[config.mk]
export PLATFORM = sky130hd
export DESIGN_NAME = axis_pkt_gen
export DESIGN_NICKNAME = d
export VERILOG_FILES = /design/src/rtl/axis_pkt_gen.sv
export SDC_FILE = /design/constraint.sdc
export NUM_CORES = 1
export LEC_CHECK = 0
export CAP_MARGIN = 20
export CORE_MARGIN = 1
export CORE_UTILIZATION = 45
export CTS_BUF_LIST = sky130_fd_sc_hd__clkbuf_2
export CTS_CLUSTER_SIZE = 16
export DETAILED_ROUTE_END_ITERATION = 7
export GPL_TIMING_DRIVEN = 0
export PLACE_DENSITY = 0.75
export SYNTH_ARGS = -nofsm -noshare
export SYNTH_HDL_FRONTEND = slang
export SYNTH_SLANG_ARGS = --single-unit
export TNS_END_PERCENT = 30
[constraint.sdc]
create_clock -name clk -period 2.5 [get_ports clk]
set_clock_uncertainty 0.2 [all_clocks]
set_input_delay 0.625 -clock clk [delete_from_list [all_inputs] [get_ports clk]]
set_output_delay 0.625 -clock clk [all_outputs]
set_load 0.005 [all_outputs]
[src/rtl/axis_pkt_gen.sv]
// Stream packet transmitter: on a start pulse emits pkt_count packets of pkt_len beats with gap_cycles idle cycles between them.
// Define AXIS_PKT_GEN_LFSR_EN to source output_tdata from an 8-bit Fibonacci LFSR instead of an incrementing counter.
module axis_pkt_gen #(
    parameter int DATA_W = 8,
    parameter int LEN_W  = 12,
    parameter int CNT_W  = 8,
    parameter int GAP_W  = 4
) (
    input  logic              clk,
    input  logic              reset_n,
    input  logic              start,
    input  logic [LEN_W-1:0]  pkt_len,
    input  logic [CNT_W-1:0]  pkt_count,
    input  logic [GAP_W-1:0]  gap_cycles,
    output logic [DATA_W-1:0] output_tdata,
    output logic              output_tvalid,
    input  logic              output_tready,
    output logic              output_tlast,
    output logic              busy,
    output logic              done,
    output logic [CNT_W-1:0]  pkts_sent
);

    typedef enum logic [1:0] {
        IDLE = 2'd0,
        SEND = 2'd1,
        GAP  = 2'd2,
        FIN  = 2'd3
    } state_t;

    localparam logic [LEN_W-1:0]  ONE_LEN  = {{(LEN_W-1){1'b0}}, 1'b1};
    localparam logic [CNT_W-1:0]  ONE_CNT  = {{(CNT_W-1){1'b0}}, 1'b1};
    localparam logic [GAP_W-1:0]  ONE_GAP  = {{(GAP_W-1){1'b0}}, 1'b1};
    localparam logic [DATA_W-1:0] ONE_DATA = {{(DATA_W-1){1'b0}}, 1'b1};

    state_t             r_state, w_state_nxt;
    logic [LEN_W-1:0]   r_len, w_len_nxt;
    logic [LEN_W-1:0]   r_beat, w_beat_nxt;
    logic [CNT_W-1:0]   r_count, w_count_nxt;
    logic [CNT_W-1:0]   r_sent, w_sent_nxt;
    logic [GAP_W-1:0]   r_gap, w_gap_nxt;
    logic [GAP_W-1:0]   r_gap_cnt, w_gap_cnt_nxt;
    logic [DATA_W-1:0]  r_data, w_data_nxt;
    logic               r_tvalid, w_tvalid_nxt;
    logic               r_tlast, w_tlast_nxt;
    logic               r_busy, w_busy_nxt;
    logic               r_done, w_done_nxt;
    logic               w_xfer;

    // Data generator step; both variants start from 1 so the first beat of a run is always 0x01.
    function automatic logic [DATA_W-1:0] data_next(input logic [DATA_W-1:0] d);
`ifdef AXIS_PKT_GEN_LFSR_EN
        data_next = {d[DATA_W-2:0], d[DATA_W-1] ^ d[DATA_W-3] ^ d[DATA_W-4] ^ d[DATA_W-5]};
`else
        data_next = d + ONE_DATA;
`endif
    endfunction

    assign w_xfer        = r_tvalid & output_tready;
    assign output_tdata  = r_data;
    assign output_tvalid = r_tvalid;
    assign output_tlast  = r_tlast;
    assign busy          = r_busy;
    assign done          = r_done;
    assign pkts_sent     = r_sent;

    // Next-state and next-output logic; every output is registered from these values.
    always_comb begin
        w_state_nxt   = r_state;
        w_len_nxt     = r_len;
        w_beat_nxt    = r_beat;
        w_count_nxt   = r_count;
        w_sent_nxt    = r_sent;
        w_gap_nxt     = r_gap;
        w_gap_cnt_nxt = r_gap_cnt;
        w_data_nxt    = r_data;
        w_tvalid_nxt  = r_tvalid;
        w_tlast_nxt   = r_tlast;
        w_busy_nxt    = r_busy;
        w_done_nxt    = 1'b0;
        case (r_state)
            IDLE: begin
                if (start) begin
                    w_len_nxt   = (pkt_len == {LEN_W{1'b0}}) ? ONE_LEN : pkt_len;
                    w_count_nxt = pkt_count;
                    w_gap_nxt   = gap_cycles;
                    w_sent_nxt  = {CNT_W{1'b0}};
                    w_data_nxt  = ONE_DATA;
                    w_beat_nxt  = ONE_LEN;
                    if (pkt_count == {CNT_W{1'b0}}) begin
                        w_state_nxt  = FIN;
                        w_done_nxt   = 1'b1;
                        w_busy_nxt   = 1'b0;
                        w_tvalid_nxt = 1'b0;
                        w_tlast_nxt  = 1'b0;
                    end else begin
                        w_state_nxt  = SEND;
                        w_busy_nxt   = 1'b1;
                        w_tvalid_nxt = 1'b1;
                        w_tlast_nxt  = (w_len_nxt == ONE_LEN);
                    end
                end else begin
                    w_state_nxt = IDLE;
                end
            end
            SEND: begin
                if (w_xfer) begin
                    w_data_nxt = data_next(r_data);
                    if (r_tlast) begin
                        w_sent_nxt = r_sent + ONE_CNT;
                        if (w_sent_nxt == r_count) begin
                            w_state_nxt  = FIN;
                            w_done_nxt   = 1'b1;
                            w_busy_nxt   = 1'b0;
                            w_tvalid_nxt = 1'b0;
                            w_tlast_nxt  = 1'b0;
                        end else if (r_gap != {GAP_W{1'b0}}) begin
                            w_state_nxt   = GAP;
                            w_gap_cnt_nxt = r_gap;
                            w_tvalid_nxt  = 1'b0;
                            w_tlast_nxt   = 1'b0;
                        end else begin
                            w_state_nxt  = SEND;
                            w_beat_nxt   = ONE_LEN;
                            w_tvalid_nxt = 1'b1;
                            w_tlast_nxt  = (r_len == ONE_LEN);
                        end
                    end else begin
                        w_beat_nxt  = r_beat + ONE_LEN;
                        w_tlast_nxt = (w_beat_nxt == r_len);
                    end
                end else begin
                    w_state_nxt = SEND;
                end
            end
            GAP: begin
                if (r_gap_cnt <= ONE_GAP) begin
                    w_state_nxt  = SEND;
                    w_beat_nxt   = ONE_LEN;
                    w_tvalid_nxt = 1'b1;
                    w_tlast_nxt  = (r_len == ONE_LEN);
                end else begin
                    w_gap_cnt_nxt = r_gap_cnt - ONE_GAP;
                end
            end
            FIN: begin
                w_state_nxt = IDLE;
            end
            default: begin
                w_state_nxt  = IDLE;
                w_tvalid_nxt = 1'b0;
                w_tlast_nxt  = 1'b0;
                w_busy_nxt   = 1'b0;
            end
        endcase
    end

    // State and output registers; reset clears everything so tvalid drops without a clock edge.
    always_ff @(posedge clk or negedge reset_n) begin
        if (!reset_n) begin
            r_state   <= IDLE;
            r_len     <= {LEN_W{1'b0}};
            r_beat    <= {LEN_W{1'b0}};
            r_count   <= {CNT_W{1'b0}};
            r_sent    <= {CNT_W{1'b0}};
            r_gap     <= {GAP_W{1'b0}};
            r_gap_cnt <= {GAP_W{1'b0}};
            r_data    <= {DATA_W{1'b0}};
            r_tvalid  <= 1'b0;
            r_tlast   <= 1'b0;
            r_busy    <= 1'b0;
            r_done    <= 1'b0;
        end else begin
            r_state   <= w_state_nxt;
            r_len     <= w_len_nxt;
            r_beat    <= w_beat_nxt;
            r_count   <= w_count_nxt;
            r_sent    <= w_sent_nxt;
            r_gap     <= w_gap_nxt;
            r_gap_cnt <= w_gap_cnt_nxt;
            r_data    <= w_data_nxt;
            r_tvalid  <= w_tvalid_nxt;
            r_tlast   <= w_tlast_nxt;
            r_busy    <= w_busy_nxt;
            r_done    <= w_done_nxt;
        end
    end

endmodule

### After elaboration in Yosys (flattened, before gate mapping)

Index checks and enable logic that the tools add are counted.

| storage, ports and cells | value |
|---|---|
| flip-flop bits (word level) | 62 |
| input bits | 28 |
| output and inout bits | 20 |
| logic and storage cells | 107 |

| operators by class | value |
|---|---|
| add/subtract/negate cells | 4 |
| order comparisons | 1 |
| eq/ne operators | 18 |
| muxes and demuxes | 55 |
| bitwise gates (word level) | 1 |
| reductions and logical operators | 16 |

Operator list:

| operator | number |
|---|---|
| 12-bit 2-to-1 mux | 7 |
| 8-bit 2-to-1 mux | 5 |
| 12-bit case mux with 3 select lines | 1 |
| 8-bit case mux with 2 select lines | 2 |
| 12-bit by 1-bit equality test with 1-bit output, second input constant | 2 |
| 1-bit 2-to-1 mux | 22 |
| 4-bit 2-to-1 mux | 5 |
| 8-bit by 1-bit adder with 8-bit output, second input constant | 2 |
| 2-bit != test, second input constant | 8 |
| 2-bit 2-to-1 mux | 7 |
| 12-bit by 1-bit adder with 12-bit output, second input constant | 1 |
| 12-bit equality test | 1 |
| 12-bit zero test | 1 |
| 6-bit AND reduction | 2 |
| 5-bit AND reduction | 2 |
| 3-bit != test, second input constant | 3 |
| 8-bit equality test | 1 |
| 8-bit zero test | 1 |
| 2-bit case mux with 4 select lines | 1 |
| 4-bit case mux with 2 select lines | 1 |
| 4-bit AND reduction | 2 |
| 1-bit case mux with 3 select lines | 2 |
| 2-bit equality test, second input constant | 2 |
| 4-bit by 1-bit less-or-equal comparator with 1-bit output, second input constant | 1 |
| other kinds (10) | 13 |

### Depth between registers and ports, before layout

| depth | value |
|---|---|
| depth after elaboration | 6 |
| depth in mapped cells | 11 |
| depth with buffers taken out | 8 |

### Worst setup path before layout

OpenSTA, ideal clock, no wires.

| timing | value |
|---|---|
| kind | reg2reg |
| from | register r_sent[0], in the netlist pkts_sent[0] |
| to | register r_tvalid, in the netlist output_tvalid |
| setup time | 0.135 ns |
| arrival | 2.013 ns |
| required time | 2.165 ns |
| slack | 0.152 ns |
| stages on the path, launching flop included | 8 |
| buffers on the path | 0 |
| period minus slack after synthesis | 2.348 ns |
| cell sequence | dfrtp_1 > ha_1 > xor3_1 > nor3_1 > o221ai_2 > o21ba_4 > a2111oi_2 > a311oi_1 |

| on the way | value |
|---|---|
| cells in the longest elaborated chain, start to end | 6 |

Ends and longest elaborated chain:

| what | RTL line | RTL |
|---|---|---|
| start, declared | 40 | `logic [CNT_W-1:0] r_sent, w_sent_nxt;` |
| start signal, assigned | 165 | `r_sent <= {CNT_W{1'b0}};` |
| start signal, assigned | 178 | `r_sent <= w_sent_nxt;` |
| 8-bit by 1-bit adder with 8-bit output | 110 | `w_sent_nxt = r_sent + ONE_CNT;` |
| 8-bit equality test | 111 | `if (w_sent_nxt == r_count) begin` |
| 1-bit 2-to-1 mux | 111 |  |
| 1-bit 2-to-1 mux | 109 | `if (r_tlast) begin` |
| 1-bit 2-to-1 mux | 107 | `if (w_xfer) begin` |
| 1-bit case mux with 3 select lines | 81 | `case (r_state)` |
| end signal, assigned | 182 | `r_tvalid <= w_tvalid_nxt;` |
| end, declared | 44 | `logic r_tvalid, w_tvalid_nxt;` |

Every way passes these cells. The select of a mux whose other input is x is not followed.
A chain may end at the register's enable or synchronous reset.

### Worst setup path after layout

Same ends and word-level chain as after synthesis.

==> metrics.cfg <==
[sta]
setup_tns_ns = 0
finalHoldViolations = 0
drv_slew = 0
slew_headroom = 0.472
finalCritPeriodShare = 0.990
fmax_mhz = 404
period_needed_ns = 2.47
setup_viol = 0
worst_pin_slew_ns = 0.792

[detailed_routing]
drc = 0
drtPass1Iterations = 5
wl_per_cell_um = 16.9
final_antenna_net_count = 0
drtIter0Drc = 180
post_drt_via_cell_ratio = 5.85
drt_wl_total_um = 9560
via_count = 3302

[setup_path]
ff2ff_path_depth = 8
required_ns = 2.69
startpoint_type = flip-flop
path_max_fanout = 5
path_class = flip-flop to flip-flop
arrival_ns = 2.66
endpoint_kind = flip-flop

[floorplanning]
dieArea_sq_mm = 0.00881
coreArea_sq_mm = 0.00818
rows = 33
start_util = 0.464
fp.dieH_um = 93.8
pin_count = 48
die_w_um = 93.8

[clock_network]
clock-sinks = 62
htree_levels = 3
cts_buffer_depth = 2
cts_buffers = 9
clk_latency_ns = 0.51
cts_tree = yes
root_buffer = clkbuf_2
clk_pin_slew_ns = 0.18

[power]
p_seq_frac = 0.346
switching_share = 0.416
clkPwrFrac = 0.136
p_switching_mw = 2.17
internal_power_mw = 3.04
comb_power_share = 0.518
leakage_nw = 2.03
total_power_mw = 5.20
peakVddDrop_v = 0.000613
powerDensity_mw_per_mm2 = 1100

[yosys]
synthMuxAreaShare = 0.0765
synth-xor-area-share = 0.0735
syn_area_per_cell_sq_um = 9.89
yosysWarningCount = 0
synthFlopType = dfrtp_1
synth_compound_area_frac = 0.181
syn_inst = 384
synth-async-reset-ratio = 1.00
synth_top_family_by_area = simple AND/OR/NAND/NOR gates
ys_types = 63
ys_seq_area_frac = 0.409
synth_edf_count = 0
ys_ff_latch = 62
synthSimpleGateAreaFrac = 0.188
netlist_area_sq_mm = 0.00380
synth_nets = 422
synthAdderAreaFrac = 0.0330

[global_routing]
grtUsageTotal = 0.232
met3_usage = 0.0340
gr-total-overflow = 0
grt_pass1_vias = 3207
antenna_found_initial = 0
busiest_layer = met2
grtUsageMet1 = 0.294
grt_max_degree = 63
met2_usage = 0.391
grt_pass1_wl_um = 15600

[placed_design]
hpwlAfterDp_um = 6730
place.gp.congestion = 0.871
io_buffers = 47

[min_path]
hp-class = flip-flop to flip-flop
whs_path_depth = 1

[final_layout]
utilization = 0.576
drive_gt1_frac = 0.209
nNetsFinal = 492
area_delta_synth_final_pct = 24.1
num_antenna_cells = 0

[run_status]
status = complete, no violations

[run]
cap_violations = 0

## timing repair
action	4_1_cts	5_1_grt
resized for setup	7	17
cloned	1	1
hold buffers	1	0
endpoints found under the setup margin	22	37
pin swaps	0	2
hold endpoints to repair	12	0
setup buffers	3	6
## state kept, by name (all words and copies together) (netlist names)
| signal | flops |
|---|---|
| r_beat | 12 |
| r_len | 12 |
| output_tdata | 8 |
| pkts_sent | 8 |
| r_count | 8 |
| r_gap | 4 |
| r_gap_cnt | 4 |
| r_state | 2 |
| busy | 1 |
| done | 1 |
| output_tlast | 1 |
| output_tvalid | 1 |
## synth_stat cells, drive strengths merged, types with 5 or more instances
library cell / number / area, sq um
a21o: 8 / 67.6
a21oi: 10 / 50.1
and2: 5 / 31.3
and3: 9 / 56.3
buf: 14 / 95.1
clkbuf: 6 / 22.5
dfrtp: 62 / 1550
ha: 10 / 125
inv: 9 / 33.8
mux2: 24 / 270
nand2: 28 / 105
nand2b: 6 / 37.5
nand3: 23 / 115
nand4: 8 / 50.1
nor2: 24 / 90.1
nor3: 6 / 30.0
nor3b: 5 / 37.5
nor4: 9 / 56.3
o21ai: 27 / 139
o31ai: 10 / 88.8
xnor2: 12 / 105
xor2: 12 / 105
## layout make-up
| class | count | area [sq um] |
|---|---|---|
| fill | 730 | 3470 |
| multi-input combinational | 293 | 2160 |
| sequential | 62 | 1550 |
| timing repair buffer | 59 | 571 |
| tap | 105 | 131 |
| buffer | 20 | 130 |
| clock inverter | 5 | 73.8 |
| clock buffer | 11 | 55.1 |
| inverter | 9 | 33.8 |
## power groups by stage
stage / clock [mW] / sequential, mW / combinational (mW)
floorplan: 0 / 1.71 / 1.72
global placement: 0 / 1.81 / 2.24
detailed placement: 0 / 1.83 / 2.32
CTS: 0.715 / 1.79 / 2.46
global route: 0.769 / 1.86 / 2.95
finish: 0.709 / 1.80 / 2.69
## cell usage in the layout, fill, tap and decap left out, types with 3 or more instances in the layout
cell and n:
dfrtp_1 61, nor3b_1 5, clkbuf_2 12, and3_1 9, buf_6 5, buf_4 11
xor2_1 12, xnor2_1 12, clkdlybuf4s50_1 46, mux2_2 24, a22oi_1 4, a21oi_1 9
nand4_1 8, nor2_1 23, or3_1 4, o31ai_1 9, buf_2 8, o21ai_0 26
and4_1 3, a211oi_1 3, inv_1 8, nor3_1 5, ha_1 9, and2_1 4
nand3_1 23, nand2_1 26, clkbuf_1 4, a21o_2 6, nand2b_1 6, nor4_1 7
## metal layers
layer,part of all wire,vias to the layer above
li1,-,1568
met1,0.44,1629
met2,0.51,90
met3,0.037,15
met4,0.019,0
met5,0,-
## stage by stage
step	setup slack (ns)	hold slack (ns)	cell area, sq um	instances
after floorplan	0.152	0.129	3800	384
after global placement	-1.44	0.305	4400	536
after detailed placement	-0.558	0.309	4400	536
after CTS	0.00384	0.348	4590	557
after global routing	-0.0571	0.365	4710	564
final	0.0260	0.346	4710	564
## critical path, cell delays in order, from the launching register on
cell and delay [ns]:
dfrtp_2 0.45, ha_2 0.21, and3_1 0.16, buf_6 0.13
xnor3_1 0.24, o211ai_2 0.16, o21ba_4 0.29, a2111oi_2 0.43
a311oi_1 0.10
## final timing paths
kind / start / endpoint / slack [ns]
setup / recovery: pkts_sent[0] / output_tvalid / 0.03
hold / removal: r_count[2] / r_count[2] / 0.35
setup reg to reg: pkts_sent[0] / output_tvalid / 0.03
hold reg to reg: r_count[2] / r_count[2] / 0.35
max in group asynchronous: reset_n / pkts_sent[0] / 1.03
min in group asynchronous: reset_n / r_count[2] / 0.52
## kinds of logic (layout without fill, tap and decap cells)
group,after synthesis,in the layout
flip-flops,62,62
multiplexers,26,26
adder cells (fa/ha/maj),10,10
AO/OA/AOI/OAI,93,93
AND/OR/NAND/NOR,137,137
buffers and inverters,29,104
XOR/XNOR,27,27
Power figures use the tool's default switching activity.
==> RTL change 1 (same flow settings) <==
The 4 states of `state_t` get a one-hot encoding in 4 bits.
--- a/src/rtl/axis_pkt_gen.sv
+++ b/src/rtl/axis_pkt_gen.sv
@@ -23,7 +23,7 @@
 
-    typedef enum logic [1:0] {
-        IDLE = 2'd0,
-        SEND = 2'd1,
-        GAP  = 2'd2,
-        FIN  = 2'd3
+    typedef enum logic [3:0] {
+        IDLE = 4'b0001,
+        SEND = 4'b0010,
+        GAP  = 4'b0100,
+        FIN  = 4'b1000
     } state_t;
Behaviour: no difference found for any inputs over 4 cycles, from zero or initial values and one cycle with reset_n low; so few cycles prove little.
==> RTL change 1 against the unedited design <==
First-iteration DRC count fell by 3.9%. Synthesized area decreased by 1.0%. Wire length fell by 1.1%. Hold slack got worse by 0.040 ns. Sequential cell count increased by 2. Via count is 4.8% higher. Setup slack gained 0.057 ns. Cell area up 1.1%.
Power is not compared: it rests on default switching activity, and its combinational part moved more than twofold at a synthesized area within 25%.
==> RTL change 1: results (changes against the unedited design) <==
- Status: completed (unchanged)
- GRT Total Usage: 22.6% (was 23.2%)
- Number of DRC violations after detailed-routing iteration 0: 173 (was 180)
- DRT Wirelength: 9460 um (was 9560 um)
- Complex-gate fraction of the synthesized area: 15.9% (was 18.1%)
- Data arrival, critical path: 1.59 ns (was 2.66 ns)
- Post-CTS Resized: 24 (was 7)
- Multiplexer area fraction after synthesis: 0.833% (was 7.65%)
- Fill cells: 656 (was 730)
- Synthesized-area fraction occupied by adder cells: 2.00% (was 3.30%)
- DR WL met2: 4800 um (was 4860 um)
- Via count of the first global-routing pass: 3,235 (was 3,207)
- Count of vias placed by the detailed router: 3,462 (was 3,302)
- Maximum number of pins on one net before global-route repair: 65 (was 63)
- Worst flop-to-flop path endpoint: r_beat[3] (was output_tvalid)
- Post-route worst hold slack: 0.306 ns (was 0.346 ns)
- Largest fanout of any net on the critical path: 4 (was 5)
- Sequential area share after synthesis: 42.7% (was 40.9%)
- Min-Delay Endpoint: r_beat[11] (was r_count[2])
- Average wire per standard cell: 15.1 um (was 16.9 um)
- Xor/xnor share of the synthesized area: 7.69% (was 7.35%)
- Synth Instances: 444 (was 384)
- Crit. Startpoint: pkts_sent[1] (was pkts_sent[0])
- Count of unique library cells instantiated by Yosys: 55 (was 63)
- Standard cell area after detailed placement: 4350 sq um (was 4400 sq um)
- Register-to-register setup slack: 0.10 ns (was 0.03 ns)
- Routed metal-1 wire length: 4110 um (was 4160 um)
- Final Net Count: 552 (was 492)
- Cells on worst reg2reg path: 9 (was 8)
- Post-CTS setup repair buffer count: 4 (was 3)
- Metal3 WL: 426 um (was 356 um)
- Top post-synthesis cells by area: sky130_fd_sc_hd__dfrtp_1 42%, sky130_fd_sc_hd__nand2_1 9.9%, sky130_fd_sc_hd__o21ai_0 5.1%, sky130_fd_sc_hd__xnor2_1 4.9%, sky130_fd_sc_hd__nor2_1 3.6% (was sky130_fd_sc_hd__dfrtp_1 41%, sky130_fd_sc_hd__mux2_2 7.1%, sky130_fd_sc_hd__o21ai_0 3.4%, sky130_fd_sc_hd__ha_1 3.3%, sky130_fd_sc_hd__nand3_1 3.0%)
## RTL change 1: final cells by class
cell class / count / area (sq um) / area share [%]
timing repair buffer: 64 / 596 / 12.5
inverter: 8 / 30.0 / 0.631
buffer: 19 / 90.1 / 1.89
clock buffer: 9 / 45.0 / 0.946
multi-input combinational: 352 / 2170 / 45.6
clock inverter: 7 / 95.1 / 2.00
tap: 102 / 128 / 2.68
sequential: 64 / 1610 / 33.8
## RTL change 1: power breakdown
group / leakage [uW] / total (uW) / internal (uW) / switching (uW)
Combinational: 0.00113 / 71.3 / 39.2 / 32.0
Clock: 0.0000823 / 731 / 332 / 398
Sequential: 0.000858 / 1040 / 1040 / 0
## RTL change 1: cell families after synthesis
| family | Yosys count |
|---|---|
| simple gates | 215 |
| compound gates | 95 |
| flops | 64 |
| xor+xnor | 33 |
| buf+inv | 28 |
| fa+ha+maj | 6 |
| mux | 3 |
## RTL change 1: worst max-delay path: cells and delay by family, from the launching register on
family	cells	cell delay [ns]
DFF	1	0.47
buffers and inverters	2	0.62
==> RTL change 2 (same settings) <==
Made on the original files. Change the parameter `GAP_W` from 4 to 6.
--- a/src/rtl/axis_pkt_gen.sv
+++ b/src/rtl/axis_pkt_gen.sv
@@ -6,3 +6,3 @@
     parameter int CNT_W  = 8,
-    parameter int GAP_W  = 4
+    parameter int GAP_W  = 6
 ) (
Interface: changed (resized gap_cycles); port bits go from 48 to 50. The function was not compared with the original's and may differ.
==> RTL change 2 against the unedited design <==
Fmax rose by 2.1%. Final cell count increased by 5.9%. Total power down 11%. Cell area up 2.7%. Synthesized area rose by 4.5%. Setup slack improved by 0.051 ns. Wire length is 5.1% higher. Sequential cell count rose by 4. Largest power group unchanged.
==> RTL change 2: results (changes against the unedited design) <==
- Final Net Count: 528 (was 492)
- Worst flop-to-flop path endpoint: r_gap_cnt[0] (was output_tvalid)
- Placed instance count: 573 (was 536)
- Syn_nets: 459 (was 422)
- Post-route worst hold slack: 0.334 ns (was 0.346 ns)
- Last weighted congestion value of the routability-driven placer: 0.905 (was 0.871)
- Critical Path Slowest Stage Cell: sky130_fd_sc_hd__dfrtp_1 (was sky130_fd_sc_hd__dfrtp_2)
- Maximum number of pins on one net before global-route repair: 67 (was 63)
- Share of cells above drive strength 1: 17.3% (was 20.9%)
- Half-perimeter wire length after detailed placement: 7030 um (was 6730 um)
- Synth Instances: 419 (was 384)
- Count of vias placed by the detailed router: 3,555 (was 3,302)
- Synth top cells by count: 66 x sky130_fd_sc_hd__dfrtp_1, 37 x sky130_fd_sc_hd__nor2_1, 35 x sky130_fd_sc_hd__nand2_1, 26 x sky130_fd_sc_hd__o21ai_0, 25 x sky130_fd_sc_hd__mux2_2 (was 62 x sky130_fd_sc_hd__dfrtp_1, 28 x sky130_fd_sc_hd__nand2_1, 26 x sky130_fd_sc_hd__o21ai_0, 24 x sky130_fd_sc_hd__mux2_2, 24 x sky130_fd_sc_hd__nor2_1)
- Via count of the first global-routing pass: 3,422 (was 3,207)
- Worst reg2reg path startpoint: pkts_sent[1] (was pkts_sent[0])
- Register-to-register setup slack: 0.08 ns (was 0.03 ns)
- Top post-synthesis cells by area: sky130_fd_sc_hd__dfrtp_1 42%, sky130_fd_sc_hd__mux2_2 7.1%, sky130_fd_sc_hd__xnor2_1 4.9%, sky130_fd_sc_hd__nor2_1 3.5%, sky130_fd_sc_hd__nand2_1 3.3% (was sky130_fd_sc_hd__dfrtp_1 41%, sky130_fd_sc_hd__mux2_2 7.1%, sky130_fd_sc_hd__o21ai_0 3.4%, sky130_fd_sc_hd__ha_1 3.3%, sky130_fd_sc_hd__nand3_1 3.0%)
- Static leakage: 0.00195 uW (was 0.00203 uW)
- GRT Total Usage: 23.4% (was 23.2%)
- Largest fanout of any net on the critical path: 7 (was 5)
- Min-Delay Endpoint: busy (was r_count[2])
- Number of DRC violations after detailed-routing iteration 0: 201 (was 180)
- Average wire per standard cell: 16.8 um (was 16.9 um)
- Port bufs: 49 (was 47)
- Data arrival, critical path: 2.67 ns (was 2.66 ns)
- Sequential area share after synthesis: 41.6% (was 40.9%)
- Status: completed (unchanged)
==> RTL change 2: layout make-up <==
type	count	area, sq um
Tap cell	105	131
Buffer	19	81.3
Clock buffer	11	55.1
Sequential cell	66	1660
Fill cell	750	3540
Clock inverter	4	20.0
Inverter	9	33.8
Timing Repair Buffer	58	558
Multi-Input combinational cell	325	2300
==> RTL change 2: logic make-up after synthesis <==
kind of cell,count (synthesis),synth area share (%)
xor gates and xnor gates,36,7.95
and+or+nand+nor,149,18.6
AOI/OAI and AO/OA,99,17.4
adders and majority gates,10,3.15
buffers and inverters,29,2.87
muxes,30,8.36
DFF,66,41.6
==> RTL change 2: per-stage QoR <==
step                setup TNS (ns)  setup WS [ns]  cell area (sq um)  util [%]  total power (uW)
floorplan                        0          0.142               3970         -              3280
global placement           -124.51          -1.65               4590      54.7              3840
detailed placement          -17.54         -0.489               4590      54.7              3930
CTS                              0        0.00668               4740      56.5              4550
global route                -0.208        -0.0287               4840      57.7              4960
finish                           0         0.0775               4840      57.7              4630
==> RTL change 2: timing repair <==
item,CTS,global route
resized for setup,11,21
buffers inserted,4,4
gates cloned,1,0
pin swaps,3,2
endpoints found under the hold margin,9,0
endpoints found under the setup margin,54,55
hold buffers,1,0
==> RTL change 2: routing by layer <==
metal	GRT usage [%]	share of wire [%]	vias to the layer above	wire length [um]
met1	29.9	43	1736	4330
met3	3.48	4.9	22	488
li1	-	-	1668	-
met4	12.1	2.2	0	226
met2	38.6	50	129	5000
met5	0	0	-	0
==> RTL change 2: where the power goes <==
group	internal [uW]	switching [uW]	total, uW
Combinational	1070	1270	2340
Clock	126	392	517
Sequential	1420	350	1770
Total	2620	2020	4630
==> RTL change 2: worst reg2reg max path, cell delays in order (launching register included) <==
cell                        delay (ns)
sky130_fd_sc_hd__dfrtp_1          0.46
sky130_fd_sc_hd__ha_2             0.38
sky130_fd_sc_hd__xnor2_2          0.12
sky130_fd_sc_hd__nand2_1          0.12
sky130_fd_sc_hd__a2111oi_4        0.32
sky130_fd_sc_hd__buf_4            0.20
sky130_fd_sc_hd__a21bo_4          0.19
sky130_fd_sc_hd__o2bb2ai_4        0.16
sky130_fd_sc_hd__mux2i_1          0.20
==> RTL change 2: how the worst max path moves through the flow <==
stage / start / endpoint / cells past startpoint
after floorplan: pkts_sent[0] / r_gap_cnt[0] / 8
after CTS: r_gap_cnt[3] / r_beat[10] / 7
after global placement: reset_n / r_gap[5] / 1
after detailed placement: start / r_beat[6] / 8
final: pkts_sent[1] / r_gap_cnt[0] / 8
after global routing: pkts_sent[1] / r_beat[2] / 8
